<file path="src/rtl/ast_rr_packet_arbiter_pkg.sv">
// Shared types and sizing for the packet round-robin arbiter.
// Holds the stream geometry, the beat payload and the FSM state enum.
package ast_rr_packet_arbiter_pkg;

    localparam int unsigned DATA_WIDTH    = 64;
    localparam int unsigned CHANNEL_W     = 10;
    localparam int unsigned EMPTY_WIDTH   = $clog2(DATA_WIDTH / 8);
    localparam int unsigned TX_DIR        = 4;
    localparam int unsigned DIR_SEL_WIDTH = (TX_DIR == 1) ? 1 : $clog2(TX_DIR);

    typedef logic [DATA_WIDTH-1:0]    data_t;
    typedef logic [CHANNEL_W-1:0]     channel_t;
    typedef logic [EMPTY_WIDTH-1:0]   empty_t;
    typedef logic [DIR_SEL_WIDTH-1:0] dir_sel_t;

    typedef enum logic {
        ST_IDLE = 1'b0,
        ST_BUSY = 1'b1
    } arb_state_t;

    // One Avalon-ST beat as carried through the output register.
    typedef struct packed {
        data_t    data;
        logic     sop;
        logic     eop;
        empty_t   empty;
        channel_t channel;
    } ast_beat_t;

endpackage

</file>
<file path="src/rtl/ast_rr_packet_arbiter_rr_arbiter.sv">
// Combinational round-robin pick: first set request at or after last_grant+1,
// scanning upward with wrap-around.
module rr_arbiter #(
    parameter int unsigned N = 4,
    parameter int unsigned W = (N == 1) ? 1 : $clog2(N)
) (
    input  logic [N-1:0] req,
    input  logic [W-1:0] last_grant,
    output logic [W-1:0] grant,
    output logic         grant_valid
);

    // Walk from the farthest candidate back to the nearest so the nearest wins.
    always_comb begin
        int unsigned idx;
        idx   = 0;
        grant = '0;
        for (int unsigned k = N; k > 0; k--) begin
            idx = 32'(last_grant) + k;
            if (idx >= N) begin
                idx = idx - N;
            end
            if (req[W'(idx)]) begin
                grant = W'(idx);
            end
        end
    end

    assign grant_valid = |req;

endmodule

</file>
<file path="src/rtl/ast_rr_packet_arbiter.sv">
// Packet-granular round-robin merge of TX_DIR Avalon-ST sources into one
// registered output stream tagged with the source index.
module ast_rr_packet_arbiter
    import ast_rr_packet_arbiter_pkg::*;
(
    input  logic                                clk_i,
    input  logic                                srst_i,
    input  logic [TX_DIR-1:0][DATA_WIDTH-1:0]   ast_data_i,
    input  logic [TX_DIR-1:0]                   ast_startofpacket_i,
    input  logic [TX_DIR-1:0]                   ast_endofpacket_i,
    input  logic [TX_DIR-1:0]                   ast_valid_i,
    input  logic [TX_DIR-1:0][EMPTY_WIDTH-1:0]  ast_empty_i,
    input  logic [TX_DIR-1:0][CHANNEL_W-1:0]    ast_channel_i,
    output logic [TX_DIR-1:0]                   ast_ready_o,
    output logic [DATA_WIDTH-1:0]               ast_data_o,
    output logic                                ast_startofpacket_o,
    output logic                                ast_endofpacket_o,
    output logic                                ast_valid_o,
    output logic [EMPTY_WIDTH-1:0]              ast_empty_o,
    output logic [CHANNEL_W-1:0]                ast_channel_o,
    output logic [DIR_SEL_WIDTH-1:0]            dir_o,
    input  logic                                ast_ready_i
);

    arb_state_t  state_q;
    arb_state_t  state_d;
    dir_sel_t    grant_q;
    dir_sel_t    last_grant_q;
    dir_sel_t    arb_grant;
    dir_sel_t    dir_q;
    logic        arb_valid;
    logic [TX_DIR-1:0] req;
    logic        take_c;
    logic        accept;
    ast_beat_t   in_beat;
    ast_beat_t   out_q;
    logic        out_valid_q;

    assign req = ast_valid_i & ast_startofpacket_i;

    rr_arbiter #(
        .N (TX_DIR),
        .W (DIR_SEL_WIDTH)
    ) u_rr_arbiter (
        .req         (req),
        .last_grant  (last_grant_q),
        .grant       (arb_grant),
        .grant_valid (arb_valid)
    );

    // Output register can take a beat when empty or draining this cycle.
    assign take_c = ~out_valid_q | ast_ready_i;
    assign accept = (state_q == ST_BUSY) & ast_valid_i[grant_q] & take_c;

    assign in_beat = '{
        data:    ast_data_i[grant_q],
        sop:     ast_startofpacket_i[grant_q],
        eop:     ast_endofpacket_i[grant_q],
        empty:   ast_empty_i[grant_q],
        channel: ast_channel_i[grant_q]
    };

    always_comb begin
        ast_ready_o = '0;
        if (state_q == ST_BUSY) begin
            ast_ready_o[grant_q] = take_c;
        end
    end

    always_comb begin
        state_d = state_q;
        case (state_q)
            ST_IDLE: if (arb_valid) state_d = ST_BUSY;
            ST_BUSY: if (accept && ast_endofpacket_i[grant_q]) state_d = ST_IDLE;
            default: state_d = ST_IDLE;
        endcase
    end

    // Grant is latched only on the IDLE arbitration cycle and held to eop.
    always_ff @(posedge clk_i) begin
        if (srst_i) begin
            state_q      <= ST_IDLE;
            grant_q      <= '0;
            last_grant_q <= DIR_SEL_WIDTH'(TX_DIR - 1);
            out_q        <= '0;
            out_valid_q  <= 1'b0;
            dir_q        <= '0;
        end else begin
            state_q <= state_d;
            if (state_q == ST_IDLE && arb_valid) begin
                grant_q      <= arb_grant;
                last_grant_q <= arb_grant;
            end
            if (accept) begin
                out_q       <= in_beat;
                out_valid_q <= 1'b1;
                dir_q       <= grant_q;
            end else if (ast_ready_i) begin
                out_valid_q <= 1'b0;
            end
        end
    end

    assign ast_data_o          = out_q.data;
    assign ast_startofpacket_o = out_q.sop;
    assign ast_endofpacket_o   = out_q.eop;
    assign ast_empty_o         = out_q.empty;
    assign ast_channel_o       = out_q.channel;
    assign ast_valid_o         = out_valid_q;
    assign dir_o               = dir_q;

endmodule

</file>
<file path="config.mk">
export PLATFORM = sky130hd
export DESIGN_NAME = ast_rr_packet_arbiter
export DESIGN_NICKNAME = d
export VERILOG_FILES = /design/src/rtl/ast_rr_packet_arbiter_pkg.sv /design/src/rtl/ast_rr_packet_arbiter_rr_arbiter.sv /design/src/rtl/ast_rr_packet_arbiter.sv
export SDC_FILE = /design/constraint.sdc
export NUM_CORES = 1
export LEC_CHECK = 0
export ABC_CLOCK_PERIOD_IN_PS = 2500
export BUFFER_PORTS_ARGS = -buffer_cell sky130_fd_sc_hd__buf_2
export CORE_AREA = 2 2 158 160
export CTS_CLUSTER_DIAMETER = 100
export CTS_CLUSTER_SIZE = 40
export DETAILED_ROUTE_END_ITERATION = 6
export DIE_AREA = 0 0 160 162
export PLACE_DENSITY_LB_ADDON = 0.1
export SLEW_MARGIN = 30
export SYNTH_ARGS = -nofsm -noshare
export SYNTH_HDL_FRONTEND = slang
export SYNTH_SLANG_ARGS = --single-unit
</file>
<file path="constraint.sdc">
create_clock -name clk_i -period 2.5 [get_ports clk_i]
set_input_delay 0.5 -clock clk_i [delete_from_list [all_inputs] [get_ports clk_i]]
set_output_delay 0.5 -clock clk_i [all_outputs]
set_load 0.005 [all_outputs]
</file>
==> results_dict.tcl, run 1 <==
set metrics [dict create \
    status "completed" \
    area_growth_pct 52.8 \
    period_share_pct 77.9 \
    die_width_um 160 \
    max-slew-margin-rel_pct 54.2 \
    cp_max_fo 33 \
    cts_resized 0 \
    worstSetupEndpointType "output port" \
    rrSetupSlack_ps 640 \
    maxSlewViolCount 0 \
    multi_input_area_sq_um 3050 \
    p_per_area_nw_per_um2 610 \
    cts_buffers 9 \
    clkTransAtPathRegs_ps 60 \
    cts_setup_buffers 0 \
    timing_hold_violations_final 0 \
    place_inst 1190 \
    globalRouteTotalUtil_pct 15.3 \
    rsz0062_at_grt "no" \
    ir_worst_vdd_mv 0.247 \
    grt_pass1_vias 5494 \
    avgSynthCellArea_sq_um 10.2 \
    critPathKind "reg2out" \
    critPathRequiredTime_ps 2000 \
    clkLatencyLatePin_ps 340 \
    finalPower_mw 4.72 \
    gr-total-overflow 0 \
    grt_max_degree 52 \
    drt_iter0_drc 212 \
    drive_above_1_share_pct 58.8 \
    layout.nets 1200 \
    setup_viol 0 \
    die-area_sq_um 25900 \
    regArea_sq_um 1750 \
    post_drt_wl_per_cell_um 17.0 \
    hpwl_um 16100 \
    reg2reg_depth 5 \
    ctsHoldBuffers 0 \
    cp.arrival_ps 1450 \
    nFillCells 2607 \
    synthCells 495 \
    timing.rr.start "grant_q[1]" \
    initial_core_util_pct 21.0 \
    viasPerCell 4.50 \
    gp_congestion 0.763 \
    detailroute.via_count 5418 \
    startpoint_type "flip-flop" \
    cts_tree "done" \
    rows 57 \
    max_freq_ghz 0.514 \
    synth-seq-cells 87 \
    ys_seq_area_share_pct 34.4 \
    hold_class "reg2reg" \
    holdWs_ps 450 \
    tightest_slew_ps 670 \
    drc 0 \
    p_leak_nw 3.44 \
    fin_cells 1205 \
    tns_ps 0 \
    cp-startpoint "grant_q[0]" \
    grt_antenna_before_repair 1 \
    grt_pass1_wl_um 31000 \
    syn-num-nets 818 \
    drt_pass1_iterations 4 \
    io_pins 409 \
    cts.sinks 87 \
    fp.dieH_um 162 \
    crit_end "ast_ready_o[1]" \
    fin_skew_ps 5.88 \
    drv_cap 0 \
    drt_wl_total_um 20400 \
    io_buffer_count 408 \
    cts.path.max_buffers 2 \
    yosysWarnings 0 \
    final_cell_mix "407 x buf_2, 165 x nand2_1, 86 x a21oi_1" \
    cts-root-buf "clkbuf_16" \
    rr_endpoint "ast_empty_o[0]" \
    fin_crit_ps 1950 \
    htreeDepth 3 \
    synth_area_sq_um 5070 \
    ys_types 32 \
    core_sq_um 24100 \
    mostFrequentLayoutCell "buf_2" \
    ant_nets 0 \
]
==> cells in the mapped netlist <==
library cell    n  area, sq um
nand2_1       165          619
dfxtp_1        87         1740
a21oi_1        86          430
mux4_2         80         1800
clkbuf_1       18         67.6
buf_2          16         80.1
buf_6           9          101
nand3_1         3         15.0
nor2_1          3         11.3
a22oi_1         2         15.0
buf_4           2         15.0
inv_1           2         7.51
nor3_1          2         10.0
o21bai_1        2         15.0
a2111oi_0       1         8.76
a211o_1         1         8.76
a211oi_1        1         7.51
a21o_1          1         7.51
a32oi_1         1         8.76
a41oi_1         1         8.76
and3_1          1         6.26
clkbuf_2        1         5.00
clkbuf_4        1         7.51
mux2i_1         1         10.0
nand2_2         1         6.26
nand2b_1        1         6.26
nand3_2         1         10.0
nand3b_1        1         7.51
nor2b_1         1         6.26
o21ai_0         1         5.00
o2bb2ai_1       1         8.76
or2_2           1         6.26
==> stage by stage <==
step	instance area (sq um)	util [%]	worst slack (ps)
2_1_floorplan	5070	-	808
3_3_place_gp	7390	30.7	468
3_5_place_dp	7390	30.7	445
4_1_cts	7740	32.1	480
5_1_grt	7740	32.1	428
6_report	7740	32.1	554
==> registers in the layout, indices dropped and copies added (netlist names) <==
| register | cells |
|---|---|
| ast_channel_o | 10 |
| ast_data_o | 64 |
| ast_empty_o | 3 |
| ast_endofpacket_o | 1 |
| ast_startofpacket_o | 1 |
| ast_valid_o | 1 |
| dir_o | 2 |
| grant_q | 2 |
| last_grant_q | 2 |
| state_q | 1 |
==> report_power, final <==
group          total (mW)  internal (mW)  switching [mW]
clock network        1.58           1.03           0.557
logic                1.50          0.798           0.702
registers            1.64           1.54          0.0989
==> worst max-delay path, cell delays in order (launching register included) <==
cell and delay [ps]:
dfxtp_4 390, buf_12 260, inv_1 130, nor3_1 170
buf_2 150
==> kinds of logic after synthesis <==
logic type      share of synthesized area (%)
mux                                      35.8
buf+inv                                  5.61
flops                                    34.4
compound gates                           10.3
simple gates                             13.9
==> how the worst min path moves through the flow <==
| stage | startpoint | endpoint | slack, ps | depth (start not counted) |
|---|---|---|---|---|
| global route | ast_data_o[35] | ast_data_o[35] | 460 | 2 |
| floorplan | dir_o[1] | dir_o[1] | 450 | 2 |
| finish | ast_data_o[8] | ast_data_o[8] | 450 | 2 |
| global placement | ast_data_o[31] | ast_data_o[31] | 440 | 2 |
| CTS | ast_empty_o[0] | ast_empty_o[0] | 450 | 2 |
| detailed placement | ast_data_o[19] | ast_data_o[19] | 440 | 2 |
==> routing by layer <==
layer  wire length [um]  share of wire (%)  track usage [%]  up-vias
met4                490                2.4             5.94        0
met3               1600                7.8             4.03       29
met5                  0                  0                0        -
met2              10300                 51             27.1      244
li1                   -                  -                -     2572
met1               8030                 39             17.6     2573
==> layout make-up <==
class | count | area share [%]
antenna | 1 | 0.0323
clock buffer | 11 | 3.28
clock inverter | 3 | 1.16
inverter | 2 | 0.0970
multi-input combinational | 359 | 39.4
sequential | 87 | 22.6
tap | 324 | 5.24
timing repair buffer | 418 | 28.2
(Power assumes the default switching activity.)
==> run 2, diff against run 1 <==
--- a/config.mk
+++ b/config.mk
@@ -5,13 +5,13 @@
 export SDC_FILE = /design/constraint.sdc
 export NUM_CORES = 1
 export LEC_CHECK = 0
-export ABC_CLOCK_PERIOD_IN_PS = 2500
+export ABC_CLOCK_PERIOD_IN_PS = 1800
 export BUFFER_PORTS_ARGS = -buffer_cell sky130_fd_sc_hd__buf_2
-export CORE_AREA = 2 2 158 160
+export CORE_AREA = 2 2 159 161
 export CTS_CLUSTER_DIAMETER = 100
 export CTS_CLUSTER_SIZE = 40
 export DETAILED_ROUTE_END_ITERATION = 6
-export DIE_AREA = 0 0 160 162
+export DIE_AREA = 0 0 161 163
 export PLACE_DENSITY_LB_ADDON = 0.1
 export SLEW_MARGIN = 30
 export SYNTH_ARGS = -nofsm -noshare
==> constraint.sdc (replaced) <==
create_clock -name clk_i -period 1.8 [get_ports clk_i]
set_input_delay 0.36 -clock clk_i [delete_from_list [all_inputs] [get_ports clk_i]]
set_output_delay 0.36 -clock clk_i [all_outputs]
set_load 0.005 [all_outputs]
==> run 2 against run 1 <==
Net effect: utilization grew 0.38 points; count of clock-buffer cells in the layout up 2; sequential cell count did not move; power up 37%; combinational power increased by 55%; sequential power grew 38%; clock skew is 1.7 ps higher; critical path depth grew 1; via count fell by 0.30%; wire length grew 0.70%.
==> results_dict.tcl, run 2 (synthesis results as in run 1) <==
set metrics [dict create \
    status "completed" \
    grt_antenna_before_repair 0 \
    rows 58 \
    die-area_sq_um 26200 \
    drive_above_1_share_pct 60.1 \
    n_antenna_cell 0 \
    cp_max_fo 5 \
    grt_pass1_vias 5503 \
    max_freq_ghz 0.571 \
    drc 0 \
    largest_reg_flops 64 \
    worstSetupEndpointType "output port" \
    globalRouteTotalUtil_pct 15.2 \
    rrSetupSlack_ps 70 \
    worst-path-buf-inv 4 \
    post-route-util_pct 32.5 \
    setup_viol 0 \
    cts_buffers 9 \
    cts.sinks 87 \
    startpoint_type "flip-flop" \
    path_delay_family "buffers and inverters" \
    final_cell_mix "407 x buf_2, 164 x nand2_1, 86 x a21oi_1" \
    drt_iter0_drc 197 \
    drt_pass1_iterations 4 \
    fin_crit_ps 1750 \
    cts_tree "done" \
    cts.path.max_buffers 2 \
    final_area_sq_um 8020 \
    htreeDepth 3 \
    grt_max_degree 43 \
    timing.rr.start "grant_q[0]" \
    initial_core_util_pct 20.5 \
    ant_nets 0 \
    finalPower_mw 6.49 \
    clkTransAtPathRegs_ps 70 \
    maxSlewViolCount 0 \
    max-slew-margin-rel_pct 70.0 \
    path_cells "buf_12, buf_16, buf_4, nor3_2, buf_2" \
    detailroute.via_count 5402 \
    cp-startpoint "grant_q[0]" \
    grt_pass1_wl_um 30900 \
    fin_skew_ps 7.57 \
    mostFrequentLayoutCell "buf_2" \
    io_buffer_count 408 \
    viasPerCell 4.38 \
    rr_endpoint "ast_data_o[55]" \
    clkLatencyLatePin_ps 340 \
    io_pins 409 \
    post_drt_wl_per_cell_um 16.7 \
    drt_wl_total_um 20600 \
    p_per_area_nw_per_um2 810 \
    cp.depth 5 \
    tightest_slew_ps 438 \
    timing_hold_violations_final 0 \
    critPathRequiredTime_ps 1440 \
    core_sq_um 24700 \
    gp_congestion 0.771 \
    crit_slowest_cell "dfxtp_4" \
    ir_worst_vdd_mv 0.266 \
    hpwl_um 15800 \
    layout.nets 1221 \
    crit_end "ast_ready_o[0]" \
    drv_cap 0 \
    gr-total-overflow 0 \
    fp.dieH_um 163 \
    cp.arrival_ps 1390 \
    area_growth_pct 58.2 \
    cts-root-buf "clkbuf_16" \
    placed_area_sq_um 7540 \
    p_leak_nw 3.58 \
    period_share_pct 97.3 \
    critPathKind "reg2out" \
    hold_class "reg2reg" \
    die_width_um 161 \
    cpPeakStageDelay_ps 380 \
    reg2reg_depth 5 \
]
-- run 2: cell count changes in the layout (fill, tap and decap cells not counted), sizes merged --
cell      change
clkinvlp      +2
bufbuf        +2
buf          +19
diode         -1
clkinv        +1
clkbuf        +2
bufinv        -3
-- run 2: timing repair --
| item | CTS | global route |
|---|---|---|
| setup buffers | 5 | 4 |
| resized for setup | 4 | 1 |
| cloned | 2 | 0 |
| endpoints found under the hold margin | 0 | 0 |
| setup endpoints to repair | 3 | 53 |
| hold buffers | 0 | 0 |
-- run 2: cell type report --
class	instances	area (sq um)
Fill cell	2632	16700
Sequential cell	87	1750
Timing Repair Buffer	439	2480
Tap cell	330	413
Clock inverter	3	23.8
Inverter	2	7.51
Clock buffer	13	282
Multi-Input combinational cell	359	3060
-- run 2: routing by layer --
| metal | part of all wire (%) | up-vias | GRT usage [%] |
|---|---|---|---|
| met5 | 0 | - | 0 |
| li1 | - | 2617 | - |
| met4 | 1.8 | 0 | 5.48 |
| met2 | 50 | 227 | 26.5 |
| met3 | 6.8 | 18 | 2.88 |
| met1 | 42 | 2540 | 18.7 |
-- run 2: worst min-delay path, stage by stage (launching register included) --
cell	delay, ps
dfxtp_1	300
nand2_1	50
a21oi_1	50
-- run 2: worst min-delay path by stage --
stage / from / end / slack (ps) / depth (start not counted)
after floorplan: dir_o[1] / dir_o[1] / 450 / 2
after global placement: ast_data_o[33] / ast_data_o[33] / 440 / 2
after detailed placement: ast_data_o[12] / ast_data_o[12] / 440 / 2
after CTS: ast_ready_i / ast_valid_o / 450 / 3
after global routing: ast_data_o[63] / ast_data_o[63] / 470 / 2
final: ast_data_o[12] / ast_data_o[12] / 450 / 2
-- run 2: report_power, final --
part,leakage [nW],internal [mW],switching (mW)
clock network,0.143,1.10,0.803
logic,2.73,1.28,1.05
registers,0.711,2.14,0.124
total,3.58,4.51,1.98
-- run 2: stage by stage --
stage               hold slack, ps  TNS [ps]  instances  worst slack, ps
floorplan                      453         0        495              149
global placement               441         0       1206             47.1
detailed placement             444         0       1206             10.0
CTS                            446         0       1229            0.953
global route                   466     -2.34       1233            -1.95
finish                         450         0       1233             49.3
==> run 3, diff against run 2 <==
--- a/config.mk
+++ b/config.mk
@@ -6,7 +6,7 @@
 export NUM_CORES = 1
 export LEC_CHECK = 0
 export ABC_CLOCK_PERIOD_IN_PS = 1800
-export BUFFER_PORTS_ARGS = -buffer_cell sky130_fd_sc_hd__buf_2
+export BUFFER_PORTS_ARGS = -buffer_cell sky130_fd_sc_hd__clkbuf_2
 export CORE_AREA = 2 2 159 161
 export CTS_CLUSTER_DIAMETER = 100
 export CTS_CLUSTER_SIZE = 40
==> run 3 against run 2 <==
Net effect: critical path depth increased by 1; global-route usage about the same; first-iteration DRC count decreased by 9.6%.
==> results_dict.tcl, run 3 (synthesis results as in run 1) <==
set metrics [dict create \
    status "completed" \
    detailroute.via_count 5430 \
    viasPerCell 4.41 \
    cts.sinks 87 \
    cp.arrival_ps 2000 \
    cts-root-buf "clkbuf_16" \
    grt_max_degree 48 \
    post_drt_wl_per_cell_um 17.2 \
    drt_pass1_iterations 4 \
    htreeDepth 3 \
    reg2reg_depth 6 \
    globalRouteTotalUtil_pct 15.1 \
    hold_class "reg2reg" \
    holdPathStages 2 \
    min_to "ast_data_o[13]" \
    tightest_slew_ps 516 \
    die-area_sq_um 26200 \
    grt_pass1_vias 5447 \
    ctsHoldBuffers 0 \
    maxSlewViolCount 0 \
    fp.dieH_um 163 \
    holdWs_ps 455 \
    drc 0 \
    gp_congestion 0.767 \
    p_per_area_nw_per_um2 829 \
    setup_viol 0 \
    finalPower_mw 6.74 \
    max_freq_ghz 0.578 \
    initial_core_util_pct 20.5 \
    tns_ps 0 \
    fin_crit_ps 1730 \
    ant_nets 0 \
    drt_iter0_drc 178 \
    critPathKind "reg2reg" \
    layout.nets 1220 \
    cpPeakStageDelay_ps 590 \
    worstSetupEndpointType "flip-flop" \
    period_share_pct 96.0 \
    drv_cap 0 \
    startpoint_type "flip-flop" \
    timing_hold_violations_final 0 \
    cp_max_fo 9 \
    grt_pass1_wl_um 30800 \
    path_cells "mux4_2, nand3_4, buf_4, buf_6, nand2_1, a21oi_1" \
    area_growth_pct 60.5 \
    gr-total-overflow 0 \
    io_pins 409 \
    io_buffer_count 408 \
    timing.rr.start "grant_q[0]" \
    ir_worst_vdd_mv 0.307 \
    largest_reg_flops 64 \
    clkLatencyLatePin_ps 340 \
    grt_antenna_before_repair 0 \
    critPathRequiredTime_ps 2070 \
    max-slew-margin-rel_pct 65.6 \
    rrSetupSlack_ps 70 \
    cts.path.max_buffers 2 \
    n_antenna_cell 0 \
    p_leak_nw 3.63 \
    final_cell_mix "407 x clkbuf_2, 165 x nand2_1, 84 x dfxtp_1" \
    hpwl_um 15900 \
    cts_tree "done" \
    drive_above_1_share_pct 60.2 \
    crit_slowest_cell "mux4_2" \
    die_width_um 161 \
    rr_endpoint "ast_data_o[51]" \
    mostFrequentLayoutCell "clkbuf_2" \
    fin_skew_ps 7.44 \
    core_sq_um 24700 \
    clkTransAtPathRegs_ps 70 \
    min_from "ast_data_o[13]" \
    drt_wl_total_um 21200 \
    rows 58 \
    cts_buffers 9 \
]
==> run 3: where the power goes <==
part | internal, mW | switching [mW]
Combinational | 1.33 | 1.07
Clock | 1.24 | 0.821
Sequential | 2.14 | 0.133
==> run 3: how the worst max path moves through the flow <==
stage              startpoint                 to  slack [ps]  depth (start not counted)
4_1_cts            grant_q[0]  ast_endofpacket_o          40                          4
5_1_grt            grant_q[0]   ast_channel_o[1]          -1                          6
3_5_place_dp   ast_valid_i[1]     ast_data_o[63]          60                          6
6_report           grant_q[0]     ast_data_o[51]          70                          6
2_1_floorplan      grant_q[0]   ast_channel_o[9]         150                          6
3_3_place_gp   ast_valid_i[0]     ast_data_o[25]          70                          6
==> run 3: timing repair <==
action,in CTS,in global routing
setup buffers,2,4
endpoints found under the setup margin,3,14
resized for setup,3,4
cloned,2,5
==> run 3: per-layer routing <==
metal / wire, um / vias up / track usage, % / part of all wire [%]
met5: 0 / - / 0 / 0
met4: 347 / 0 / 4.99 / 1.6
met3: 1460 / 17 / 3.44 / 6.9
met2: 10600 / 223 / 26.3 / 50
met1: 8760 / 2575 / 18.6 / 41
li1: - / 2615 / - / -
==> run 3: layout make-up <==
type	count	area [sq um]
fillers	2654	16500
multi-input cells	359	3060
well taps	330	413
inverters	2	7.51
clock inverters	3	47.5
repair buffers	438	2570
clock buffers	13	282
flip-flops and latches	87	1750
==> run 3: stage by stage <==
step	area, sq um	utilization, %	setup slack (ps)	std cells
finish	8130	33.0	71.4	1232
global placement	7520	30.5	73.5	1203
global route	8130	33.0	-1.43	1232
floorplan	5070	-	149	495
detailed placement	7520	30.5	55.4	1203
CTS	7960	32.3	38.9	1223
==> run 3: critical path, delay by kind of cell, from the launching register on <==
family | cells | cell delay (ps)
mux | 1 | 590
flops | 1 | 410
buf+inv | 2 | 310
simple gates | 2 | 220
compound gates | 1 | 130
